$ cat src/rtl/booth_seq_mult.sv
// booth_seq_mult: radix-4 Booth sequential signed multiplier with valid/ready operand and result handshakes
module booth_seq_mult #(
  parameter int WORDLEN = 8
) (
  input  logic                   clk,
  input  logic                   rst_n,
  input  logic                   in_valid,
  output logic                   in_ready,
  input  logic [WORDLEN-1:0]     a,
  input  logic [WORDLEN-1:0]     b,
  output logic                   out_valid,
  input  logic                   out_ready,
  output logic [2*WORDLEN-1:0]   product,
  output logic                   busy
);
  localparam int N  = WORDLEN / 2;
  localparam int CW = $clog2(N);
  typedef enum logic [1:0] {IDLE, RUN, DONE} state_t;
  state_t state, state_next;
  logic [WORDLEN-1:0] mcand;
  logic [2*WORDLEN:0] p;
  logic [CW-1:0] cnt;
  logic [2:0] s;
  logic [WORDLEN+1:0] a_ext, mag, pp, acc;
  assign s     = p[2:0];
  assign a_ext = {{2{mcand[WORDLEN-1]}}, mcand};
  assign mag   = (s == 3'b011 || s == 3'b100) ? a_ext << 1 : (s[1] ^ s[0]) ? a_ext : '0;
  assign pp    = (mag ^ {(WORDLEN+2){s[2]}}) + {{(WORDLEN+1){1'b0}}, s[2]};
  // the W+2-bit accumulator keeps -2^(W-1) * -2^(W-1) exact
  assign acc   = {{2{p[2*WORDLEN]}}, p[2*WORDLEN:WORDLEN+1]} + pp;
  always_ff @(posedge clk)
    if (!rst_n) state <= IDLE;
    else state <= state_next;
  always_comb begin
    state_next = state;
    case (state)
      IDLE:    state_next = in_valid ? RUN : IDLE;
      RUN:     state_next = (cnt == CW'(N - 1)) ? DONE : RUN;
      DONE:    state_next = out_ready ? IDLE : DONE;
      default: state_next = IDLE;
    endcase
  end
  always_ff @(posedge clk)
    if (!rst_n) begin
      mcand <= '0;
      p     <= '0;
      cnt   <= '0;
    end else if (state == IDLE && in_valid) begin
      mcand <= a;
      p     <= {{WORDLEN{1'b0}}, b, 1'b0};
      cnt   <= '0;
    end else if (state == RUN) begin
      p     <= {acc, p[WORDLEN:2]};
      cnt   <= cnt + 1'b1;
    end
  assign in_ready  = state == IDLE;
  assign out_valid = state == DONE;
  assign busy      = state == RUN || state == DONE;
  assign product   = p[2*WORDLEN:1];
endmodule

$ cat config.mk
export PLATFORM = sky130hd
export DESIGN_NAME = booth_seq_mult
export DESIGN_NICKNAME = d
export VERILOG_FILES = /design/src/rtl/booth_seq_mult.sv
export SDC_FILE = /design/constraint.sdc
export NUM_CORES = 1
export LEC_CHECK = 0
export ABC_AREA = 1
export BUFFER_PORTS_ARGS = -buffer_cell sky130_fd_sc_hd__buf_2
export CAP_MARGIN = 30
export CELL_PAD_IN_SITES_DETAIL_PLACEMENT = 2
export CELL_PAD_IN_SITES_GLOBAL_PLACEMENT = 2
export CORE_MARGIN = 1.5
export CORE_UTILIZATION = 28
export DETAILED_ROUTE_END_ITERATION = 16
export PLACE_DENSITY = 0.86
export SLEW_MARGIN = 20
export SYNTH_ARGS = -nofsm -noshare
export SYNTH_HDL_FRONTEND = slang
export SYNTH_SLANG_ARGS = --single-unit
$ cat constraint.sdc
create_clock -name clk -period 2.3 [get_ports clk]
set_input_delay 0 -clock clk [delete_from_list [all_inputs] [get_ports clk]]
set_output_delay 0 -clock clk [all_outputs]
set_load 0.01 [all_outputs]
==> results_dict.tcl <==
set metrics [dict create \
    p_int_mw 1.156 \
    initial_core_util_pct 28.69 \
    total_power_mw 1.779 \
    yosysWarnings 0 \
    path_class "reg2reg" \
    ioPinCount 39 \
    fin_ws_ns -0.3700 \
    drtIter0Drc 60 \
    post_drt_via_cell_ratio 4.738 \
    finish.utilization_pct 41.54 \
    syn-num-nets 326 \
    cp.required_ns 2.49 \
    ant_nets 0 \
    pwr-share-clk_pct 33.2 \
    seq_area_sq_um 585.6 \
    hpwl_um 5048 \
    ys_ff_latch 29 \
    vias 2184 \
    clk_transition_reported_paths_ns 0.07 \
    switching_share_pct 35.01 \
    place_congestion 0.8098 \
    multi_input_area_sq_um 1419 \
    cts_buffers 5 \
    area_delta_synth_final_pct 44.80 \
    antenna_cells 0 \
    period_share_pct 116.1 \
    syn_inst 290 \
    critPathMaxStageDelay_ns 0.38 \
    switchingPower_mw 0.6231 \
    die_w_um 88.97 \
    fin_nets 397 \
    outcome "complete, but fails checks" \
    setup_viol 8 \
    clk_path_buf_depth 2 \
    grt_pass1_wl_um 12050 \
    seqPwrFrac_pct 32.3 \
    vdd_drop_max_mv 0.1910 \
    clock_latency_ns 0.31 \
    die_h_um 88.97 \
    grt_max_degree 21 \
    cts.sinks 29 \
    worstPathArrival_ns 2.86 \
    critPathMaxFanout 7 \
    drive_above_1_share_pct 44.75 \
    syn_area_sq_um 2069 \
    combPwrFrac_pct 34.5 \
    ys_types 33 \
    first_pass_iters 4 \
    io_buffers 38 \
    max_cap_violations 0 \
    slew_violations 0 \
    maxSlewHeadroom_pct 70.65 \
    pwr_density_cell_nw_per_um2 593.8 \
    crit_top_cell "nand2_1" \
    htree_levels 2 \
    placed_cell_area_sq_um 2425 \
    hold_viol 2 \
    coreArea_sq_um 7214 \
    drc_errors 0 \
    period_needed_ns 2.670 \
    cts-root-buf "clkbuf_8" \
    critPathSlowestCell "ha_2" \
    routedWlPerCell_um 18.86 \
    r2r_cells 19 \
    fin_tns_setup_ns -2.135 \
    ys_seq_area_share_pct 28.05 \
    grt_pass1_vias 2332 \
    fill_cells 846 \
    grt_use_total_pct 20.64 \
    clock.fmax_mhz 374.5 \
    final_area_sq_um 2997 \
    failed_checks "hold timing, setup timing" \
    fin_skew_ns 0.01828 \
    hold_path_depth 3 \
    crit_chain "inv_2 -> ha_4 -> inv_4 -> nand2_4 -> nand2_8 -> buf_6 -> nand2_1 -> o21ai_2 -> xor2_1 -> ha_2 -> nand2_4 -> nor2_4 -> buf_4 -> inv_1 -> o21bai_4 -> nand2_1 -> nand2_1 -> o21ai_1 -> inv_1" \
    hp-class "in2reg" \
    rsz0062_at_grt "true" \
    wl_um 8694 \
    cts_tree "done" \
    p_leak_nw 1.503 \
    antenna_found_initial 0 \
    whs_ns -0.01156 \
    critPathCaptureType "flip-flop" \
    rows 31 \
    dieArea_sq_um 7916 \
    tightest_slew_ns 0.4386 \
    grt_overflow 0 \
    avgSynthCellArea_sq_um 7.136 \
    crit_path_start_kind "flip-flop" \
]
## cells in the mapped netlist, drive strengths merged
| cell type | instances | area share [%] |
|---|---|---|
| clkinv | 1 | 0.42 |
| nor3 | 4 | 1.2 |
| a22o | 1 | 0.42 |
| o21bai | 2 | 0.91 |
| nand2 | 64 | 14 |
| ha | 15 | 9.1 |
| a21oi | 12 | 2.9 |
| o21ai | 27 | 6.7 |
| nor2 | 39 | 7.4 |
| nand3 | 11 | 4.1 |
| dfxtp | 29 | 28 |
| fa | 1 | 0.97 |
| nand4 | 1 | 0.30 |
| a22oi | 7 | 2.5 |
| clkbuf | 1 | 0.18 |
| a31oi | 2 | 0.60 |
| xor2 | 10 | 4.2 |
| xnor2 | 2 | 0.85 |
| a21o | 1 | 0.36 |
| buf | 23 | 8.3 |
| inv | 37 | 6.7 |
## metrics by stage
| step | std cells | worst slack (ns) |
|---|---|---|
| after detailed placement | 431 | -0.2212 |
| after floorplan | 290 | 0.003467 |
| final | 461 | -0.3700 |
| after global routing | 461 | -0.4780 |
| after CTS | 450 | -0.1602 |
| after global placement | 431 | -0.08595 |
## power groups by stage
stage               sequential, mW  clock [mW]  combinational (mW)
finish                       0.575       0.590               0.614
floorplan                    0.569           0               0.287
CTS                          0.570       0.588               0.510
global placement             0.576           0               0.417
global route                 0.579       0.614               0.659
detailed placement           0.579           0               0.446
## state kept, by name (all words and copies together) (netlist names)
register and flops:
mcand 8, cnt 2, p 17, state 2
## layout make-up
class	instances	share of cell area, %
clock buffers	7	2.881
clock inverters	1	1.002
inverters	38	5.094
multi-input cells	199	47.35
flip-flops and latches	29	19.54
well taps	99	4.134
repair buffers	88	20.00
## kinds of logic (layout without fill, tap and decap cells)
family	after synthesis	in the layout	share of synthesized area, %
simple gates	119	119	26.72
buf+inv	62	134	15.66
compound gates	52	52	14.45
flops	29	29	28.05
fa+ha+maj	16	16	10.04
xor+xnor	12	12	5.079
## path summary, 6_finish.rpt
| kind | startpoint | to | slack [ns] |
|---|---|---|---|
| setup reg to reg | p[0]$_SDFFE_PP0P_ | p[12]$_SDFFE_PP0P_ | -0.37 |
| setup / recovery | p[0]$_SDFFE_PP0P_ | p[12]$_SDFFE_PP0P_ | -0.37 |
| hold reg to reg | cnt[1]$_SDFFE_PP0P_ | cnt[1]$_SDFFE_PP0P_ | 0.48 |
| hold / removal | b[6] | p[7]$_SDFFE_PN0P_ | -0.01 |
## critical path, delay by kind of cell, from the launching register on
| family | cells | cell delay, ns |
|---|---|---|
| AO/OA/AOI/OAI | 3 | 0.29 |
| XOR/XNOR | 1 | 0.28 |
| adder cells (fa/ha/maj) | 2 | 0.56 |
| buffers and inverters | 6 | 0.51 |
| flip-flops | 1 | 0.36 |
| AND/OR/NAND/NOR | 7 | 0.57 |
## layer usage
layer  part of all wire [%]  vias up  track usage (%)
li1                       -     1043                -
met1                     40     1070            22.29
met2                     55       52            39.60
met3                    2.4       19            3.970
met4                    2.4        0            7.692
met5                      0        -                0
## layout by cell type, fill, tap and decap left out, drive strengths merged, types with 2 or more instances in the layout
cell         netlist  final
a21oi             12     12
a22oi              7      7
a31oi              2      2
buf               23     84
clkbuf             1      7
dfxtp             29     29
dlygate4sd3        0      4
ha                15     15
inv               37     37
nand2             64     64
nand3             11     11
nor2              39     39
nor3               4      4
o21ai             27     27
o21bai             2      2
xnor2              2      2
xor2              10     10
## repair_timing
| action | CTS | global route |
|---|---|---|
| hold buffers | 4 | 0 |
| setup buffers | 7 | 11 |
| hold endpoints to repair | 4 | 0 |
| pin swaps | 18 | 26 |
| resized for setup | 31 | 35 |
| setup endpoints to repair | 8 | 9 |
No activity file was read; power rests on OpenSTA's default activity.
